`src/rtl/fsk_bit_modulator.sv`:
```
`default_nettype none
`timescale 1ns/1ps
// ============================================================================
// Module      : fsk_bit_modulator
// Description : Serializes one codeword per frame, MSB first, and emits a
//               two-tone FSK square wave. Both tones are divided down inside
//               the system clock domain, so no derived clocks are used.
// Revision    : 1.0 - initial release
// ============================================================================
module fsk_bit_modulator #(
  parameter int WIDTH      = 7,
  parameter int BIT_CYCLES = 16,
  parameter int HALF0      = 4,
  parameter int HALF1      = 2
) (
  input  logic             clk,
  input  logic             reset,
  input  logic [WIDTH-1:0] din,
  input  logic             din_valid,
  output logic             din_ready,
  output logic             fsk_out,
  output logic             bit_out,
  output logic             bit_strobe,
  output logic             busy,
  output logic             frame_done
);

  localparam int BCW  = (BIT_CYCLES > 1) ? $clog2(BIT_CYCLES) : 1;
  localparam int BIW  = (WIDTH > 1) ? $clog2(WIDTH) : 1;
  localparam int HMAX = (HALF0 > HALF1) ? HALF0 : HALF1;
  // A phase counter for tones of half-period 1 still needs one bit to exist
  localparam int PHW  = (HMAX > 1) ? $clog2(HMAX) : 1;

  localparam logic [BCW-1:0] BC_LAST  = BCW'(BIT_CYCLES - 1);
  localparam logic [BIW-1:0] BI_LAST  = BIW'(WIDTH - 1);
  localparam logic [PHW-1:0] PH_LAST0 = PHW'(HALF0 - 1);
  localparam logic [PHW-1:0] PH_LAST1 = PHW'(HALF1 - 1);

  typedef enum logic [0:0] {
    S_IDLE = 1'b0,
    S_SEND = 1'b1
  } state_e;

  state_e           state_q, state_d;
  logic [WIDTH-1:0] sr_q, sr_d;
  logic [BCW-1:0]   bc_q, bc_d;
  logic [BIW-1:0]   bi_q, bi_d;
  logic [PHW-1:0]   ph_q, ph_d;
  logic             fsk_q, fsk_d;
  logic             bit_q, bit_d;
  logic             strobe_q, strobe_d;
  logic             done_q, done_d;
  logic [PHW-1:0]   ph_last;

  // Next-state logic: frame acceptance, bit sequencing and tone division
  always_comb begin
    state_d  = state_q;
    sr_d     = sr_q;
    bc_d     = bc_q;
    bi_d     = bi_q;
    ph_d     = ph_q;
    fsk_d    = fsk_q;
    bit_d    = bit_q;
    strobe_d = 1'b0;
    done_d   = 1'b0;
    ph_last  = bit_q ? PH_LAST1 : PH_LAST0;

    case (state_q)
      S_IDLE: begin
        bc_d  = '0;
        bi_d  = '0;
        ph_d  = '0;
        fsk_d = 1'b0;
        bit_d = 1'b0;
        if (din_valid) begin
          state_d  = S_SEND;
          sr_d     = din;
          bit_d    = din[WIDTH-1];
          strobe_d = 1'b1;
        end
      end

      S_SEND: begin
        // Half-period reached: flip the tone
        if (ph_q == ph_last) begin
          ph_d  = '0;
          fsk_d = ~fsk_q;
        end else begin
          ph_d = ph_q + 1'b1;
        end

        if (bc_q == BC_LAST) begin
          // Bit boundary: the phase restarts but the level carries over,
          // so a toggle landing on this edge is kept
          bc_d = '0;
          ph_d = '0;
          if (bi_q == BI_LAST) begin
            state_d = S_IDLE;
            bi_d    = '0;
            done_d  = 1'b1;
            fsk_d   = 1'b0;
            bit_d   = 1'b0;
          end else begin
            bi_d     = bi_q + 1'b1;
            sr_d     = sr_q << 1;
            bit_d    = sr_q[WIDTH-2];
            strobe_d = 1'b1;
          end
        end else begin
          bc_d = bc_q + 1'b1;
        end
      end

      default: state_d = S_IDLE;
    endcase
  end

  // State and datapath registers; reset aborts any frame in progress
  always_ff @(posedge clk) begin
    if (reset) begin
      state_q  <= S_IDLE;
      sr_q     <= '0;
      bc_q     <= '0;
      bi_q     <= '0;
      ph_q     <= '0;
      fsk_q    <= 1'b0;
      bit_q    <= 1'b0;
      strobe_q <= 1'b0;
      done_q   <= 1'b0;
    end else begin
      state_q  <= state_d;
      sr_q     <= sr_d;
      bc_q     <= bc_d;
      bi_q     <= bi_d;
      ph_q     <= ph_d;
      fsk_q    <= fsk_d;
      bit_q    <= bit_d;
      strobe_q <= strobe_d;
      done_q   <= done_d;
    end
  end

  assign din_ready  = (state_q == S_IDLE);
  assign busy       = (state_q == S_SEND);
  assign fsk_out    = fsk_q;
  assign bit_out    = bit_q;
  assign bit_strobe = strobe_q;
  assign frame_done = done_q;

endmodule
`default_nettype wire

```
`config.mk`:
```
export PLATFORM = sky130hd
export DESIGN_NAME = fsk_bit_modulator
export DESIGN_NICKNAME = d
export VERILOG_FILES = /design/src/rtl/fsk_bit_modulator.sv
export SDC_FILE = /design/constraint.sdc
export NUM_CORES = 1
export LEC_CHECK = 0
export CAP_MARGIN = 20
export CORE_MARGIN = 2
export CORE_UTILIZATION = 53
export CTS_CLUSTER_SIZE = 16
export DETAILED_ROUTE_END_ITERATION = 6
export GPL_TIMING_DRIVEN = 0
export PLACE_DENSITY = 0.81
export SLEW_MARGIN = 30
export SYNTH_ARGS = -nofsm -noshare
export SYNTH_HDL_FRONTEND = slang
export SYNTH_SLANG_ARGS = --single-unit
```
`constraint.sdc`:
```
create_clock -name clk -period 3.03 [get_ports clk]
set_clock_uncertainty 0.1 [all_clocks]
set_input_delay 0.7575 -clock clk [delete_from_list [all_inputs] [get_ports clk]]
set_output_delay 0.7575 -clock clk [all_outputs]
set_load 0.03 [all_outputs]
```
==> impl_metrics.sql <==
INSERT INTO impl_metrics (metric_group, metric, value, unit) VALUES
('floorplanning', 'num_rows', '14', ''),
('global_route', 'groute.layer.met1.usage', '0.234', ''),
('routing', 'num_vias', '736', ''),
('final_layout', 'antenna-diode-count', '0', ''),
('critical_path', 'worstPathRequired', '2.17', 'ns'),
('floorplanning', 'die-width', '44.6', 'microns'),
('global_route', 'met3_usage_grt', '0.0286', ''),
('floorplanning', 'die_h', '44.6', 'microns'),
('sta', 'post-route-period-util', '0.879', ''),
('critical_path', 'crit-reg2reg-capture', 'sr_q[1]', ''),
('clock_network', 'clkSlewWorstSetupHoldPaths', '0.12', 'ns'),
('logic_synthesis', 'synthesis.instances', '88', ''),
('routing', 'avgRoutedWirePerCell', '14.1', 'microns'),
('clock_network', 'cts_num_sinks', '20', ''),
('routing', 'detail_route.first_pass.iterations', '4', ''),
('sta', 'maxSlewViolCount', '0', ''),
('pwr', 'power.switching', '0.125', 'mW'),
('global_route', 'top_usage_layer', 'met2', ''),
('worst_hold_path', 'holdPathStages', '1', ''),
('placed_design', 'place_congestion', '0.750', ''),
('critical_path', 'crit-reg2reg-launch', 'bc_q[0]', ''),
('logic_synthesis', 'yosys.cell_types.count', '34', ''),
('global_route', 'global_route.usage.met2', '0.336', ''),
('global_route', 'globalRouteTotalUtil', '0.197', ''),
('flow_run', 'max_cap_viol_count', '0', ''),
('routing', 'drt_iter0_drc', '13', ''),
('routing', 'post_drt_via_cell_ratio', '5.98', ''),
('logic_synthesis', 'yosys.area.top_type', 'sky130_fd_sc_hd__dfxtp_1', ''),
('logic_synthesis', 'synth.most_common_cell', 'sky130_fd_sc_hd__dfxtp_1', ''),
('floorplanning', 'core-area', '1520', 'sq um'),
('logic_synthesis', 'postSynthNetCount', '99', ''),
('clock_network', 'cts_tree', 'done', ''),
('routing', 'detail_route.wirelength', '1.73', 'mm'),
('logic_synthesis', 'avgSynthCellArea', '9.92', 'sq um'),
('worst_hold_path', 'hold-path-endpoint', 'ph_q[0]', ''),
('final_layout', 'drive_above_1_share', '0.112', ''),
('sta', 'tightestPinTransition', '0.457', 'ns'),
('pwr', 'pwr-share-comb', '0.120', ''),
('critical_path', 'setup.reg_to_reg.worst_slack', '1.46', 'ns'),
('logic_synthesis', 'dominantRegCellSynth', 'sky130_fd_sc_hd__dfxtp_1', ''),
('floorplanning', 'io_pins', '16', ''),
('critical_path', 'critPathMaxFanout', '10', ''),
('logic_synthesis', 'synth_enable_flop_cells', '0', ''),
('pwr', 'ir_worst_vdd', '511', 'uV'),
('worst_hold_path', 'worst_hold_startpoint', 'ph_q[0]', ''),
('final_layout', 'num-nets-final', '119', ''),
('sta', 'rsz0062_at_grt', 'no', ''),
('clock_network', 'htree_num_levels', '1', ''),
('global_route', 'grt_antenna_before_repair', '0', ''),
('pwr', 'switching_share', '0.220', ''),
('logic_synthesis', 'postSynthRegisterBits', '20', ''),
('clock_network', 'postCtsSetupBuffers', '0', ''),
('final_layout', 'syn2layout_area_growth', '25.5', '%'),
('clock_network', 'clk_root_buffer_cell', 'sky130_fd_sc_hd__clkbuf_4', ''),
('placed_design', 'portBuffers', '15', ''),
('global_route', 'number_of_global_route_vias_before_repair', '679', ''),
('critical_path', 'timing.reg2reg.worst_path_depth', '5', ''),
('sta', 'fin_hold_ws', '0.346', 'ns'),
('outcome', 'outcome', 'completed', ''),
('floorplanning', 'dieArea', '1990', 'sq um'),
('sta', 'timing.final.setup_violations', '0', ''),
('placed_design', 'detailed_place_hpwl', '1.23', 'mm'),
('pwr', 'power.density_cell_area', '517', 'nW/um^2'),
('pwr', 'flop_pwr_share', '0.494', ''),
('routing', 'drcViolationCount', '0', ''),
('critical_path', 'startpoint_type', 'register', ''),
('sta', 'period_minus_slack', '2.66', 'ns'),
('global_route', 'globalRoute.totalOverflow', '0', ''),
('sta', 'slew_headroom', '0.695', ''),
('routing', 'drt.antenna.violating_nets', '0', ''),
('logic_synthesis', 'yosysSeqAreaShare', '0.458', '');
## stage by stage
step                      total power [mW]  cells  setup slack, ns  area [sq um]   util
final                                0.567    123            0.368          1100  0.719
after global routing                 0.585    123            0.274          1100  0.719
after CTS                            0.569    123            0.352          1100  0.719
after detailed placement             0.354    119            0.698          1040  0.685
after global placement               0.353    119            0.724          1040  0.685
after floorplan                      0.327     88             1.06           873      -
## final cells by class
cell class,instances,area (sq um)
buffer,6,40.0
clock buffer,3,22.5
inverter,3,11.3
timing repair buffer,15,150
clock inverter,1,30.0
fill,112,428
multi-input combinational,59,422
sequential,20,400
tap,16,20.0
## how the worst max path moves through the flow
stage / startpoint / endpoint / slack (ns) / depth (start not counted)
floorplan: busy / din_ready / 1.06 / 3
global placement: busy / din_ready / 0.72 / 4
detailed placement: busy / din_ready / 0.70 / 4
CTS: busy / din_ready / 0.35 / 4
global route: busy / din_ready / 0.27 / 4
finish: busy / din_ready / 0.37 / 4
## cells in the final DEF (no fill, tap or decap), drive strengths merged, types with 2 or more instances in the layout
| master | instances |
|---|---|
| dfxtp | 20 |
| clkdlybuf4s50 | 15 |
| nor2 | 9 |
| a211oi | 7 |
| a311oi | 6 |
| mux2i | 5 |
| a21oi | 5 |
| clkbuf | 5 |
| buf | 4 |
| inv | 3 |
| nand3 | 3 |
| xnor2 | 2 |
| o21ai | 2 |
| nand2b | 2 |
| nor2b | 2 |
| nand3b | 2 |
## flip-flops by register name, indices dropped and copies added, names as in the netlist
signal and flops:
bc_q 4, bit_strobe 1, sr_q 6, fsk_out 1, bi_q 3, frame_done 1
ph_q 2, bit_out 1, busy 1
## routing by layer
layer / routed length (microns) / part of all wire
met3: 69 / 0.040
met5: 0 / 0
met1: 751 / 0.43
met2: 888 / 0.51
met4: 21 / 0.012
## power groups by stage
stage | combinational, mW | sequential (mW) | clock (mW)
after floorplan | 0.0380 | 0.289 | 0
after global placement | 0.0674 | 0.286 | 0
after CTS | 0.0687 | 0.280 | 0.221
after global routing | 0.0749 | 0.281 | 0.229
after detailed placement | 0.0682 | 0.286 | 0
final | 0.0682 | 0.280 | 0.219
## critical path, cell delays in order (launching register included)
cell                              delay (ns)
sky130_fd_sc_hd__dfxtp_1                0.39
sky130_fd_sc_hd__buf_2                  0.27
sky130_fd_sc_hd__buf_4                  0.22
sky130_fd_sc_hd__inv_1                  0.05
sky130_fd_sc_hd__clkdlybuf4s50_1        0.59
## cell families (layout without fill, tap and decap cells)
logic type / Yosys count / after routing / share of synthesized area
compound gates: 25 / 25 / 0.215
xor+xnor: 3 / 3 / 0.0301
fa+ha+maj: 1 / 1 / 0.0143
buf+inv: 9 / 28 / 0.0587
flops: 20 / 20 / 0.458
mux: 5 / 5 / 0.0573
simple gates: 25 / 25 / 0.166
Note: power is estimated with default switching activity, not from simulation.
